==> src/rtl/people_counter.sv <==
// Queue occupancy tracker: synchronises and debounces the entry/exit photocells,
// then keeps a saturating customer count with full/empty flags and error pulses.
module people_counter #(
  parameter int COUNT_WIDTH     = 3,
  parameter int MAX_COUNT       = 7,
  parameter int DEBOUNCE_CYCLES = 4,
  parameter int DB_WIDTH        = 3
) (
  input  logic                   clk,
  input  logic                   rst,
  input  logic                   FrontSensor,
  input  logic                   BackSensor,
  output logic [COUNT_WIDTH-1:0] PeopleCount,
  output logic                   EmptyFlag,
  output logic                   FullFlag,
  output logic                   OverflowErr,
  output logic                   UnderflowErr
);

  localparam logic [COUNT_WIDTH-1:0] CNT_ZERO = {COUNT_WIDTH{1'b0}};
  localparam logic [COUNT_WIDTH-1:0] CNT_ONE  = COUNT_WIDTH'(1);
  localparam logic [COUNT_WIDTH-1:0] CNT_MAX  = COUNT_WIDTH'(MAX_COUNT);
  localparam logic [DB_WIDTH-1:0]    DB_ZERO  = {DB_WIDTH{1'b0}};
  localparam logic [DB_WIDTH-1:0]    DB_ONE   = DB_WIDTH'(1);
  localparam logic [DB_WIDTH-1:0]    DB_LAST  = DB_WIDTH'(DEBOUNCE_CYCLES - 1);

  // Channel 0 is the front (entry) door, channel 1 the back (exit) door.
  logic [1:0]               raw_s;
  logic [1:0]               sync1_r;
  logic [1:0]               sync2_r;
  logic [1:0]               stable_r;
  logic [1:0]               stable_nxt_s;
  logic [1:0]               rise_s;
  logic [1:0][DB_WIDTH-1:0] db_cnt_r;
  logic [1:0][DB_WIDTH-1:0] db_cnt_nxt_s;
  logic [COUNT_WIDTH-1:0]   cnt_nxt_s;
  logic                     ovf_nxt_s;
  logic                     udf_nxt_s;

  assign raw_s = {BackSensor, FrontSensor};

  // Two-flop synchronisers for both asynchronous photocells.
  always_ff @(posedge clk or posedge rst) begin
    if (rst) begin
      sync1_r <= 2'b00;
      sync2_r <= 2'b00;
    end else begin
      sync1_r <= raw_s;
      sync2_r <= sync1_r;
    end
  end

  // Debounce: a level is accepted only after DEBOUNCE_CYCLES consecutive mismatches.
  always_comb begin
    stable_nxt_s = stable_r;
    db_cnt_nxt_s = db_cnt_r;
    rise_s       = 2'b00;
    for (int ch = 0; ch < 2; ch++) begin
      if (sync2_r[ch] == stable_r[ch]) begin
        db_cnt_nxt_s[ch] = DB_ZERO;
      end else if (db_cnt_r[ch] == DB_LAST) begin
        stable_nxt_s[ch] = sync2_r[ch];
        db_cnt_nxt_s[ch] = DB_ZERO;
      end else begin
        db_cnt_nxt_s[ch] = db_cnt_r[ch] + DB_ONE;
      end
      rise_s[ch] = ~stable_r[ch] & stable_nxt_s[ch];
    end
  end

  // Debounce state registers.
  always_ff @(posedge clk or posedge rst) begin
    if (rst) begin
      stable_r <= 2'b00;
      db_cnt_r <= {2{DB_ZERO}};
    end else begin
      stable_r <= stable_nxt_s;
      db_cnt_r <= db_cnt_nxt_s;
    end
  end

  // Saturating count update; simultaneous entry and exit cancel out silently.
  always_comb begin
    cnt_nxt_s = PeopleCount;
    ovf_nxt_s = 1'b0;
    udf_nxt_s = 1'b0;
    case (rise_s)
      2'b01: begin
        if (PeopleCount < CNT_MAX) begin
          cnt_nxt_s = PeopleCount + CNT_ONE;
        end else begin
          ovf_nxt_s = 1'b1;
        end
      end
      2'b10: begin
        if (PeopleCount != CNT_ZERO) begin
          cnt_nxt_s = PeopleCount - CNT_ONE;
        end else begin
          udf_nxt_s = 1'b1;
        end
      end
      default: begin
        cnt_nxt_s = PeopleCount;
      end
    endcase
  end

  // Flags are registered from the next count so they move with PeopleCount.
  always_ff @(posedge clk or posedge rst) begin
    if (rst) begin
      PeopleCount  <= CNT_ZERO;
      EmptyFlag    <= 1'b1;
      FullFlag     <= 1'b0;
      OverflowErr  <= 1'b0;
      UnderflowErr <= 1'b0;
    end else begin
      PeopleCount  <= cnt_nxt_s;
      EmptyFlag    <= (cnt_nxt_s == CNT_ZERO);
      FullFlag     <= (cnt_nxt_s == CNT_MAX);
      OverflowErr  <= ovf_nxt_s;
      UnderflowErr <= udf_nxt_s;
    end
  end

endmodule

==> config.mk <==
export PLATFORM = sky130hd
export DESIGN_NAME = people_counter
export DESIGN_NICKNAME = d
export VERILOG_FILES = /design/src/rtl/people_counter.sv
export SDC_FILE = /design/constraint.sdc
export NUM_CORES = 1
export LEC_CHECK = 0
export BUFFER_PORTS_ARGS = -buffer_cell sky130_fd_sc_hd__buf_4
export CORE_MARGIN = 3
export CORE_UTILIZATION = 35
export CTS_CLUSTER_DIAMETER = 40
export DETAILED_ROUTE_END_ITERATION = 16
export SYNTH_ARGS = -nofsm -noshare
export SYNTH_HDL_FRONTEND = slang
export SYNTH_SLANG_ARGS = --single-unit
export TNS_END_PERCENT = 50
==> constraint.sdc <==
create_clock -name clk -period 5.95 [get_ports clk]
set_input_delay 1.19 -clock clk [delete_from_list [all_inputs] [get_ports clk]]
set_output_delay 1.19 -clock clk [all_outputs]
set_load 0.1 [all_outputs]
==> impl_metrics.py <==
metrics = {
    "place": {
        "dp_cells": 104,
        "dpl.hpwl_um": 934,
        "io_buffer_count": 10,
        "placed_cell_area_um2": 952,
        "weighted_congestion_reported_at_the_end_of_routability_driven_placement": 0.698,
    },
    "floorplanning": {
        "dieArea_um2": 3030,
        "floorplan.die.height_um": 55.1,
        "die_width_um": 55.1,
        "io_pins": 11,
        "design.core.area_um2": 2250,
        "placement_rows": 17,
        "start_util_pct": 37.3,
    },
    "global_route": {
        "vias_in_the_first_global_route": 480,
        "number_of_antenna_violations_at_the_first_check_in_global_routing": 0,
        "grt_max_degree": 20,
        "grt_util_all_layers_pct": 9.49,
        "global_route_wire_length_before_repair_um": 2010,
        "grt.overflow.total": 0,
    },
    "timing": {
        "setup-tns-final_ps": 0,
        "worst_margin_pin_slew_ps": 666,
        "setup-violations-final": 0,
        "finalCritPeriodShare_pct": 38.4,
        "slew_violations": 0,
        "hold_viol": 0,
        "max_freq_mhz": 438,
        "worst_slew_margin_rel_pct": 55.5,
        "final_period_minus_worst_setup_slack_ps": 2280,
        "fin_worst_skew_ps": 1.49,
        "rsz_0062_raised_after_global_routing": "no",
        "fin_hold_ws_ps": 358,
    },
    "hold_path": {
        "timing.hold.worst_path_depth": 0,
        "hp-class": "flip-flop to flip-flop",
    },
    "clock_network": {
        "tritoncts_clock_tree": "yes",
        "numCtsBuffers": 3,
        "ctsLongestPathBuffers": 2,
        "post_cts_hold_buffer_count": 0,
        "postCtsSetupRepairBufs": 0,
        "clock_insertion_delay_at_the_later_pin_of_the_skew_report_ps": 290,
        "path_clk_slew_ps": 100,
        "htreeDepth": 1,
        "clock-root-buffer": "clkbuf_4",
        "cts_repair_resize_count": 0,
        "cts_num_sinks": 19,
    },
    "logic_synthesis": {
        "postSynthAreaPerCell_um2": 12.8,
        "netlist_area_um2": 842,
        "synth.lib_cells_used.distinct": 24,
        "synth-seq-cells": 19,
        "synth_cells": 66,
        "postSynthNetCount": 77,
        "yosysSeqAreaShare_pct": 56.6,
        "synth-warning-count": 0,
        "synthDominantAreaCellType": "dfrtp_1",
        "yosys-top-cells-area": "dfrtp_1 (53%), ha_1 (10%), nor3b_1 (3.6%), dfstp_2 (3.1%), mux2_2 (2.7%)",
        "synth_top_area_share_pct": 53.5,
    },
    "cells_and_area": {
        "layout_common_cells": "dfrtp_1 (18), buf_4 (10), ha_1 (7)",
        "layout.cell_area.non_filler_um2": 980,
        "most_common_cell_after_layout_fill_and_taps_aside": "dfrtp_1",
        "layout-drive-gt1-share_pct": 28.7,
        "multiInputGateArea_um2": 347,
        "seq_area_um2": 477,
        "layoutNonFillerInstCount": 108,
        "final.fill_count": 232,
        "antenna-diode-count": 0,
        "fin_nets": 92,
        "areaGrowthSynthToFinish_pct": 16.3,
    },
    "routing": {
        "detail_route.drc_violations": 0,
        "detail_route.wirelength_um": 1180,
        "drt.antenna.violating_nets": 0,
        "route.detailed.vias_per_inst": 4.76,
        "dr_total_vias": 514,
        "drt_iter0_drc": 7,
        "wl_per_cell_um": 10.9,
        "1st_pass_router_iterations": 3,
    },
    "setup_path": {
        "reg2reg_depth": 8,
        "crit_required_ps": 4760,
        "timing.critical_path.cells": "buf_4",
        "slowest_delay_ps": 530,
        "worst-path-buf-inv": 1,
        "cpLargestDelayFamily": "flip-flops",
        "critical_path.endpoint_type": "primary output",
        "critical_path_cell_count": 1,
        "start_kind": "flip-flop",
        "cp.arrival_ps": 1090,
        "critical_path_class": "flip-flop to primary output",
        "critical_path.max_fanout": 1,
        "critical_path.slowest_cell": "dfstp_2",
    },
    "outcome": {
        "outcome": "complete, no violations",
    },
    "pwr": {
        "worst_ir_drop_vdd_mv": 0.210,
        "power_leakage_nw": 0.493,
        "cellPowerDensity_nw_per_um2": 322,
    },
    "flow_run": {
        "max-cap-violations": 0,
    },
}
==> metal layers <==
layer  routed length (µm)  vias up  part of all wire [%]  track usage [%]
met2                  526       11                    45             14.2
met3                   63        2                   5.4             4.83
li1                     -      258                     -                -
met5                    0        -                     0                0
met1                  579      243                    49             12.2
met4                    6        0                  0.51             2.43
==> registers in the layout, indices dropped and copies added (netlist names) <==
signal / flops
EmptyFlag: 1
FullFlag: 1
OverflowErr: 1
PeopleCount: 3
UnderflowErr: 1
db_cnt_r: 6
stable_r: 2
sync1_r: 2
sync2_r: 2
==> stage by stage <==
stage	total power, mW	setup slack, ps	util, %
after global routing	0.338	3580	43.5
after global placement	0.254	3830	42.2
final	0.315	3670	43.5
after CTS	0.321	3650	43.5
after floorplan	0.240	3800	-
after detailed placement	0.258	3810	42.2
==> cell usage after synthesis <==
master	number
inv_1	5
o21ai_1	2
o21ai_2	1
dfstp_2	1
nor2_1	2
dfrtp_1	18
and4bb_2	1
nor3b_1	4
nor4_2	1
nor2b_1	3
and3_1	1
a21oi_1	1
o21ai_0	3
nor3_1	3
mux2_2	2
nand2b_1	1
and3b_2	2
ha_1	7
a221oi_1	1
and4_4	1
xnor2_1	2
and2b_1	1
and3b_1	1
nand3b_1	2
==> cell type report <==
cell class | count | share of cell area (%)
flip-flops and latches | 19 | 48.7
multi-input cells | 42 | 35.4
repair buffers | 10 | 7.66
well taps | 28 | 3.58
clock buffers | 3 | 2.30
inverters | 5 | 1.92
clock inverters | 1 | 0.511
==> kinds of logic (layout without fill, tap and decap cells) <==
| group | after synthesis | count (layout) | share of synthesized area (%) |
|---|---|---|---|
| buffers and inverters | 5 | 19 | 2.23 |
| AOI/OAI and AO/OA | 8 | 8 | 5.65 |
| muxes | 2 | 2 | 2.67 |
| adders and majority gates | 7 | 7 | 10.4 |
| xor gates and xnor gates | 2 | 2 | 2.08 |
| DFF | 19 | 19 | 56.6 |
| and+or+nand+nor | 23 | 23 | 20.4 |
==> power breakdown <==
part | total (mW) | internal [mW] | switching, mW
Clock | 0.0609 | 0.0250 | 0.0359
Sequential | 0.165 | 0.152 | 0.0131
Combinational | 0.0893 | 0.0362 | 0.0531
Total | 0.315 | 0.213 | 0.102
==> path summary, 6_finish.rpt <==
| check | start | to | slack [ps] |
|---|---|---|---|
| min reg2reg | sync1_r[0] | sync2_r[0] | 360 |
| max in group asynchronous | rst | db_cnt_r[0] | 4540 |
| min | sync1_r[0] | sync2_r[0] | 360 |
| max | EmptyFlag | EmptyFlag | 3670 |
| min in group asynchronous | rst | sync1_r[0] | 990 |
| max reg2reg | db_cnt_r[3] | FullFlag | 3800 |
No activity file was read; power rests on OpenSTA's default activity.
